File: config.mk
export PLATFORM = sky130hd
export DESIGN_NAME = mem_unit
export DESIGN_NICKNAME = d
export VERILOG_FILES = /design/src/rtl/mem_unit_pkg.sv /design/src/rtl/mem_unit_ram.sv /design/src/rtl/mem_unit.sv
export SDC_FILE = /design/constraint.sdc
export NUM_CORES = 2
export LEC_CHECK = 0
export BUFFER_PORTS_ARGS = -buffer_cell sky130_fd_sc_hd__buf_2
export CORE_MARGIN = 4
export CORE_UTILIZATION = 35
export CTS_CLUSTER_SIZE = 28
export DETAILED_ROUTE_END_ITERATION = 12
export SKIP_CTS_REPAIR_TIMING = 1
export SLEW_MARGIN = 20
export SYNTH_ARGS = -nofsm -noshare
export SYNTH_HDL_FRONTEND = slang
export SYNTH_SLANG_ARGS = --single-unit
File: constraint.sdc
create_clock -name clk -period 5.5 [get_ports clk]
set_clock_uncertainty 0.05 [all_clocks]
set_input_delay 1.1 -clock clk [delete_from_list [all_inputs] [get_ports clk]]
set_output_delay 1.1 -clock clk [all_outputs]
set_load 0.03 [all_outputs]
File: src/rtl/mem_unit_pkg.sv
`timescale 1ns/1ps
`default_nettype none
// ============================================================================
// Module   : mem_unit_pkg
// Desc     : Command codes, FSM state encoding and command width for mem_unit.
// Options  : MEM_UNIT_BUMP_EN adds the RMW state used by BUP/BDN.
// Revision : 1.0 - initial release
// ============================================================================
package mem_unit_pkg;

    localparam int c_cmd_w = 3;

    localparam logic [c_cmd_w-1:0] c_cmd_nop = 3'd0;
    localparam logic [c_cmd_w-1:0] c_cmd_lda = 3'd1;
    localparam logic [c_cmd_w-1:0] c_cmd_ldi = 3'd2;
    localparam logic [c_cmd_w-1:0] c_cmd_wr  = 3'd3;
    localparam logic [c_cmd_w-1:0] c_cmd_bup = 3'd4;
    localparam logic [c_cmd_w-1:0] c_cmd_bdn = 3'd5;

    localparam int c_st_w = 2;

    localparam logic [c_st_w-1:0] c_st_idle = 2'd0;
    localparam logic [c_st_w-1:0] c_st_ptr  = 2'd1;
    localparam logic [c_st_w-1:0] c_st_done = 2'd2;
`ifdef MEM_UNIT_BUMP_EN
    localparam logic [c_st_w-1:0] c_st_rmw  = 2'd3;
`endif

endpackage
`default_nettype wire

File: src/rtl/mem_unit_ram.sv
`timescale 1ns/1ps
`default_nettype none
// ============================================================================
// Module   : mem_unit_ram
// Desc     : Single-port RAM, synchronous write and read (read-first).
// Revision : 1.0 - initial release
// ============================================================================
module mem_unit_ram #(
    parameter int DW    = 8,
    parameter int AW    = 8,
    parameter int DEPTH = 2**AW
) (
    input  logic          clk,
    input  logic          i_we,
    input  logic [AW-1:0] i_addr,
    input  logic [DW-1:0] i_wdata,
    output logic [DW-1:0] o_rdata
);
    localparam int c_iw = (DEPTH > 1) ? $clog2(DEPTH) : 1;

    logic [DW-1:0] r_mem [DEPTH];

    // Callers never write out of range, so only the low index bits matter.
    always_ff @(posedge clk) begin
        if (i_we) begin
            r_mem[i_addr[c_iw-1:0]] <= i_wdata;
        end
        o_rdata <= r_mem[i_addr[c_iw-1:0]];
    end

endmodule
`default_nettype wire

File: src/rtl/mem_unit.sv
`timescale 1ns/1ps
`default_nettype none
// ============================================================================
// Module   : mem_unit
// Desc     : Address register + memory with direct/indirect load, write and
//            optional increment/decrement read-modify-write.
// Options  : MEM_UNIT_BUMP_EN enables BUP/BDN (otherwise they are undefined).
// Revision : 1.0 - initial release
// ============================================================================
module mem_unit #(
    parameter int DW    = 8,
    parameter int AW    = 8,
    parameter int DEPTH = 2**AW
) (
    input  logic                             clk,
    input  logic                             rst_n,
    input  logic                             cmd_valid,
    output logic                             cmd_ready,
    input  logic [mem_unit_pkg::c_cmd_w-1:0] cmd,
    input  logic [AW-1:0]                    ADDR,
    input  logic [DW-1:0]                    R,
    output logic [AW-1:0]                    AR,
    output logic [DW-1:0]                    M,
    output logic                             done,
    output logic                             err
);
    import mem_unit_pkg::*;

    localparam logic [31:0] c_depth = 32'(DEPTH);

    logic [c_st_w-1:0] r_state;
    logic [c_st_w-1:0] w_next;
    logic [AW-1:0]     r_ar;
    logic [AW-1:0]     w_ptr;
    logic [AW-1:0]     w_ram_addr;
    logic [DW-1:0]     r_m;
    logic [DW-1:0]     w_ram_q;
    logic [DW-1:0]     w_ram_wdata;
    logic              r_err;
    logic              r_load;
    logic              w_accept;
    logic              w_ram_we;
    logic              w_addr_bad;
    logic              w_ar_bad;
    logic              w_ptr_bad;

`ifdef MEM_UNIT_BUMP_EN
    logic              r_dec;
    logic [DW-1:0]     w_bumped;
    assign w_bumped = r_dec ? (w_ram_q - 1'b1) : (w_ram_q + 1'b1);
`endif

    generate
        if (DW >= AW) begin : g_ptr_trunc
            assign w_ptr = w_ram_q[AW-1:0];
        end else begin : g_ptr_ext
            assign w_ptr = {{(AW-DW){1'b0}}, w_ram_q};
        end
    endgenerate

    assign w_accept   = cmd_valid && (r_state == c_st_idle);
    assign w_addr_bad = 32'(ADDR) >= c_depth;
    assign w_ar_bad   = 32'(r_ar) >= c_depth;
    assign w_ptr_bad  = 32'(w_ptr) >= c_depth;
    assign AR         = r_ar;
    assign M          = r_m;

    always_ff @(posedge clk or negedge rst_n) begin
        if (!rst_n) begin
            r_state <= c_st_idle;
        end else begin
            r_state <= w_next;
        end
    end

    always_comb begin
        w_next = r_state;
        case (r_state)
            c_st_idle: begin
                if (w_accept) begin
                    w_next = c_st_done;
                    if (cmd == c_cmd_ldi && !w_addr_bad) begin
                        w_next = c_st_ptr;
                    end
`ifdef MEM_UNIT_BUMP_EN
                    if ((cmd == c_cmd_bup || cmd == c_cmd_bdn) && !w_ar_bad) begin
                        w_next = c_st_rmw;
                    end
`endif
                end
            end
            c_st_ptr:  w_next = c_st_done;
`ifdef MEM_UNIT_BUMP_EN
            c_st_rmw:  w_next = c_st_done;
`endif
            c_st_done: w_next = c_st_idle;
            default:   w_next = c_st_idle;
        endcase
    end

    // RAM write enable is decoded from state, so an async reset in RMW
    // drops the write before the next clock edge.
    always_comb begin
        cmd_ready   = (r_state == c_st_idle);
        done        = (r_state == c_st_done);
        err         = (r_state == c_st_done) && r_err;
        w_ram_we    = 1'b0;
        w_ram_addr  = r_ar;
        w_ram_wdata = R;
        case (r_state)
            c_st_idle: begin
                if (w_accept) begin
                    if (cmd == c_cmd_lda || cmd == c_cmd_ldi) begin
                        w_ram_addr = ADDR;
                    end
                    if (cmd == c_cmd_wr && !w_ar_bad) begin
                        w_ram_we = 1'b1;
                    end
                end
            end
            c_st_ptr: w_ram_addr = w_ptr;
`ifdef MEM_UNIT_BUMP_EN
            c_st_rmw: begin
                w_ram_we    = 1'b1;
                w_ram_wdata = w_bumped;
            end
`endif
            default: ;
        endcase
    end

    always_ff @(posedge clk or negedge rst_n) begin
        if (!rst_n) begin
            r_ar   <= '0;
            r_m    <= '0;
            r_err  <= 1'b0;
            r_load <= 1'b0;
`ifdef MEM_UNIT_BUMP_EN
            r_dec  <= 1'b0;
`endif
        end else begin
            case (r_state)
                c_st_idle: begin
                    if (w_accept) begin
                        r_err  <= 1'b0;
                        r_load <= 1'b0;
                        case (cmd)
                            c_cmd_nop: ;
                            c_cmd_lda: begin
                                if (w_addr_bad) begin
                                    r_err <= 1'b1;
                                end else begin
                                    r_ar   <= ADDR;
                                    r_load <= 1'b1;
                                end
                            end
                            c_cmd_ldi: begin
                                if (w_addr_bad) r_err <= 1'b1;
                                else            r_load <= 1'b1;
                            end
                            c_cmd_wr: begin
                                if (w_ar_bad) r_err <= 1'b1;
                                else          r_m   <= R;
                            end
`ifdef MEM_UNIT_BUMP_EN
                            c_cmd_bup, c_cmd_bdn: begin
                                if (w_ar_bad) r_err <= 1'b1;
                                else          r_dec <= (cmd == c_cmd_bdn);
                            end
`endif
                            default: r_err <= 1'b1;
                        endcase
                    end
                end
                c_st_ptr: begin
                    if (w_ptr_bad) r_err <= 1'b1;
                    else           r_ar  <= w_ptr;
                end
`ifdef MEM_UNIT_BUMP_EN
                c_st_rmw: r_m <= w_bumped;
`endif
                c_st_done: begin
                    if (r_err)       r_m <= '0;
                    else if (r_load) r_m <= w_ram_q;
                end
                default: ;
            endcase
        end
    end

    mem_unit_ram #(
        .DW    (DW),
        .AW    (AW),
        .DEPTH (DEPTH)
    ) u_ram (
        .clk     (clk),
        .i_we    (w_ram_we),
        .i_addr  (w_ram_addr),
        .i_wdata (w_ram_wdata),
        .o_rdata (w_ram_q)
    );

endmodule
`default_nettype wire

==> metrics.txt <==
area delta synth->final 16.85%; vias in the first global route 53157; Max VDD drop 0.0003600 V; most common cell in the netlist edfxtp_1; endpoint class of the critical path flop; slowest stage delay, CP 940 ps; die width 494.3 µm; pwr dens 458.8 nW/µm²; minimum clock period 5260 ps; clock latency on the worst-skew pair 880 ps; Slowest-stage cell, CP a2111oi_0; Synth Instances 6164; pin count of the biggest net entering global routing 143; Critical Path AT 6010 ps; final setup violation count 0; Routed WL per cell 27.91 µm; CTS tree done; Synth Cell Area 82770 µm²; Total Routing Usage GR 21.86%; DRC 0; ys flop type edfxtp_1; Top Family by Delay on Critical Path compound AO/OA/AOI/OAI gates; Slew headroom 24.36%; share of layout cells above drive strength 1 13.74%; Initial Utilization 35.19%; drt pass-1 iters 6; CORE AREA 235200 µm²; top-area cell type share of the netlist area 74.30%; initial antenna violation count 8; top cells by count, synth 2048 x edfxtp_1, 1472 x nand2_1, 378 x a21oi_1; synth top area cells edfxtp_1 74%, nand2_1 6.7%, a21oi_1 2.3%; Starting DRT DRC Count 8399; Total Nets Final 6566; syn avg cell area 13.43 µm²; CTS Buffer Depth 3; top cell type by total area after synthesis edfxtp_1; Buffers on Ports 40; r2r setup slk 240 ps; Final Power 0.04438 W; # clock sinks 2076; hold slack 141.1 ps; syn_nets 6186; final worst-path cycle share 95.63%; Worst Path Required 6250 ps; TritonCTS Buffers 208; crit path max fanout 34; Max-cap violations 0; Yosys reg bits 2076; RSZ-0062 raised after global routing false; first-pass GRT wire length 390.7 mm; worst reg2reg path depth 11; critical path class reg -> reg; Distinct cells, synth 71; Async SR Flop Fraction 0.9634%; post-detail-place hpwl 171.9 mm; Slew Limit Fails 0; fmax 0.1901 GHz; worst r2r dst u_ram.o_rdata[1]; Worst Path Buf+Inv 2; number of cell rows 178; Hold WC Path Type in -> async; Placer Congestion 0.8997; Post-synth EDFFs 2048; CTS clk-pin slew, worst paths 60 ps; Die Y 494.3 µm; status finished clean; Leakage 32.65 nW; Yosys warning count 0; CTS Root Cell clkbuf_16; die area 244300 µm²; Final Hold Violating Endpoints 0; WL final 275.4 mm; worst r2r src r_state[1]; final setup margin 240.5 ps; Via density 5.719; Post-DRT Antenna Nets 0; GRT overflow 0; H-Tree Depth 4; DP Worst Slack -217.4 ps; cell chain of the critical path or4b_1 > o211ai_1 > and2_4 > buf_12 > nand2_1 > and3_1 > a2111oi_0 > buf_4 > nor4_1 > o22ai_1 > or4_1; Seq/Total Area, Yosys 75.10%; # IOs 41; Via Count 56433; Slew @ Worst Pin 1130 ps; crit start category flop
[per-stage QoR]
step / TNS [ps] / instance area (µm²) / cells / utilization (%)
after floorplan: 0 / 82770 / 6164 / -
after global placement: -710.8 / 90060 / 9480 / 38.29
after detailed placement: -467.1 / 90110 / 9484 / 38.31
after CTS: 0 / 96690 / 9862 / 41.11
after global routing: 0 / 96700 / 9863 / 41.12
final: 0 / 96710 / 9867 / 41.12
[registers in the layout, indices dropped and copies added, names as in the netlist]
register	flops
r_err	1
u_ram.r_mem	2048
u_ram.o_rdata	8
AR	8
r_load	1
M	8
r_state	2
[final cells by class]
type,instances,area (µm²)
Antenna cell,5,12.51
Clock buffer,258,5433
Clock inverter,120,1144
Fill cell,21628,138500
Inverter,4,15.01
Multi-Input combinational cell,3652,18730
Sequential cell,2076,62160
Tap cell,3150,3941
Timing Repair Buffer,602,5278
[worst max-delay path by stage]
stage,start,to,cells after the start
2_1_floorplan,cmd[2],u_ram.r_mem[108][0],12
3_3_place_gp,cmd[2],u_ram.o_rdata[3],13
3_5_place_dp,cmd[2],u_ram.o_rdata[1],12
4_1_cts,r_state[1],u_ram.o_rdata[1],11
5_1_grt,r_state[1],u_ram.o_rdata[1],11
6_report,r_state[1],u_ram.o_rdata[1],11
[worst register-to-register path, stage by stage, from the launching register on]
cell	delay [ps]
dfrtp_1	540
or4b_1	770
o211ai_1	600
and2_4	650
buf_12	300
nand2_1	110
and3_1	170
a2111oi_0	940
buf_4	240
nor4_1	70
o22ai_1	550
or4_1	220
[routing by layer]
metal  routed length [µm]  track usage (%)  part of all wire, %  vias up
li1                     -                -                    -    23889
met1               107200            30.02                   39    28348
met2               122700            33.01                   45     3543
met3                31730            5.193                   12      651
met4                13840            9.865                  5.0        2
met5                   12                0               0.0044        -
[logic make-up (layout without fill, tap and decap cells)]
| logic type | after synthesis | count (layout) | share of synthesized area, % |
|---|---|---|---|
| compound gates | 1093 | 1093 | 8.562 |
| flops | 2076 | 2076 | 75.10 |
| mux | 119 | 119 | 1.448 |
| buf+inv | 436 | 984 | 2.484 |
| simple gates | 2438 | 2438 | 12.37 |
| other cells | 0 | 5 | 0 |
| xor+xnor | 2 | 2 | 0.03024 |
[report_power, final]
part | total (W) | internal, W | switching [W]
sequential | 0.0176 | 0.0175 | 0.000143
combinational | 0.0130 | 0.00385 | 0.00914
clock | 0.0138 | 0.00764 | 0.00614
total | 0.0444 | 0.0290 | 0.0154
[cell usage in the layout, fill, tap and decap left out, types with 45 or more instances in the layout]
master | synthesis | routed
edfxtp_1 | 2048 | 2048
a32oi_1 | 66 | 66
buf_12 | 0 | 62
nand2_1 | 1472 | 1468
nand4_1 | 45 | 45
o21ai_0 | 86 | 86
clkinv_1 | 0 | 54
clkbuf_1 | 132 | 46
and3_1 | 122 | 122
nor2_1 | 351 | 343
nand3_1 | 373 | 372
a21oi_1 | 378 | 377
buf_4 | 22 | 496
a22oi_1 | 125 | 124
clkbuf_16 | 0 | 208
mux2i_1 | 113 | 113
a211oi_1 | 64 | 63
a31oi_1 | 162 | 162
No activity file was read; power rests on OpenSTA's default activity.
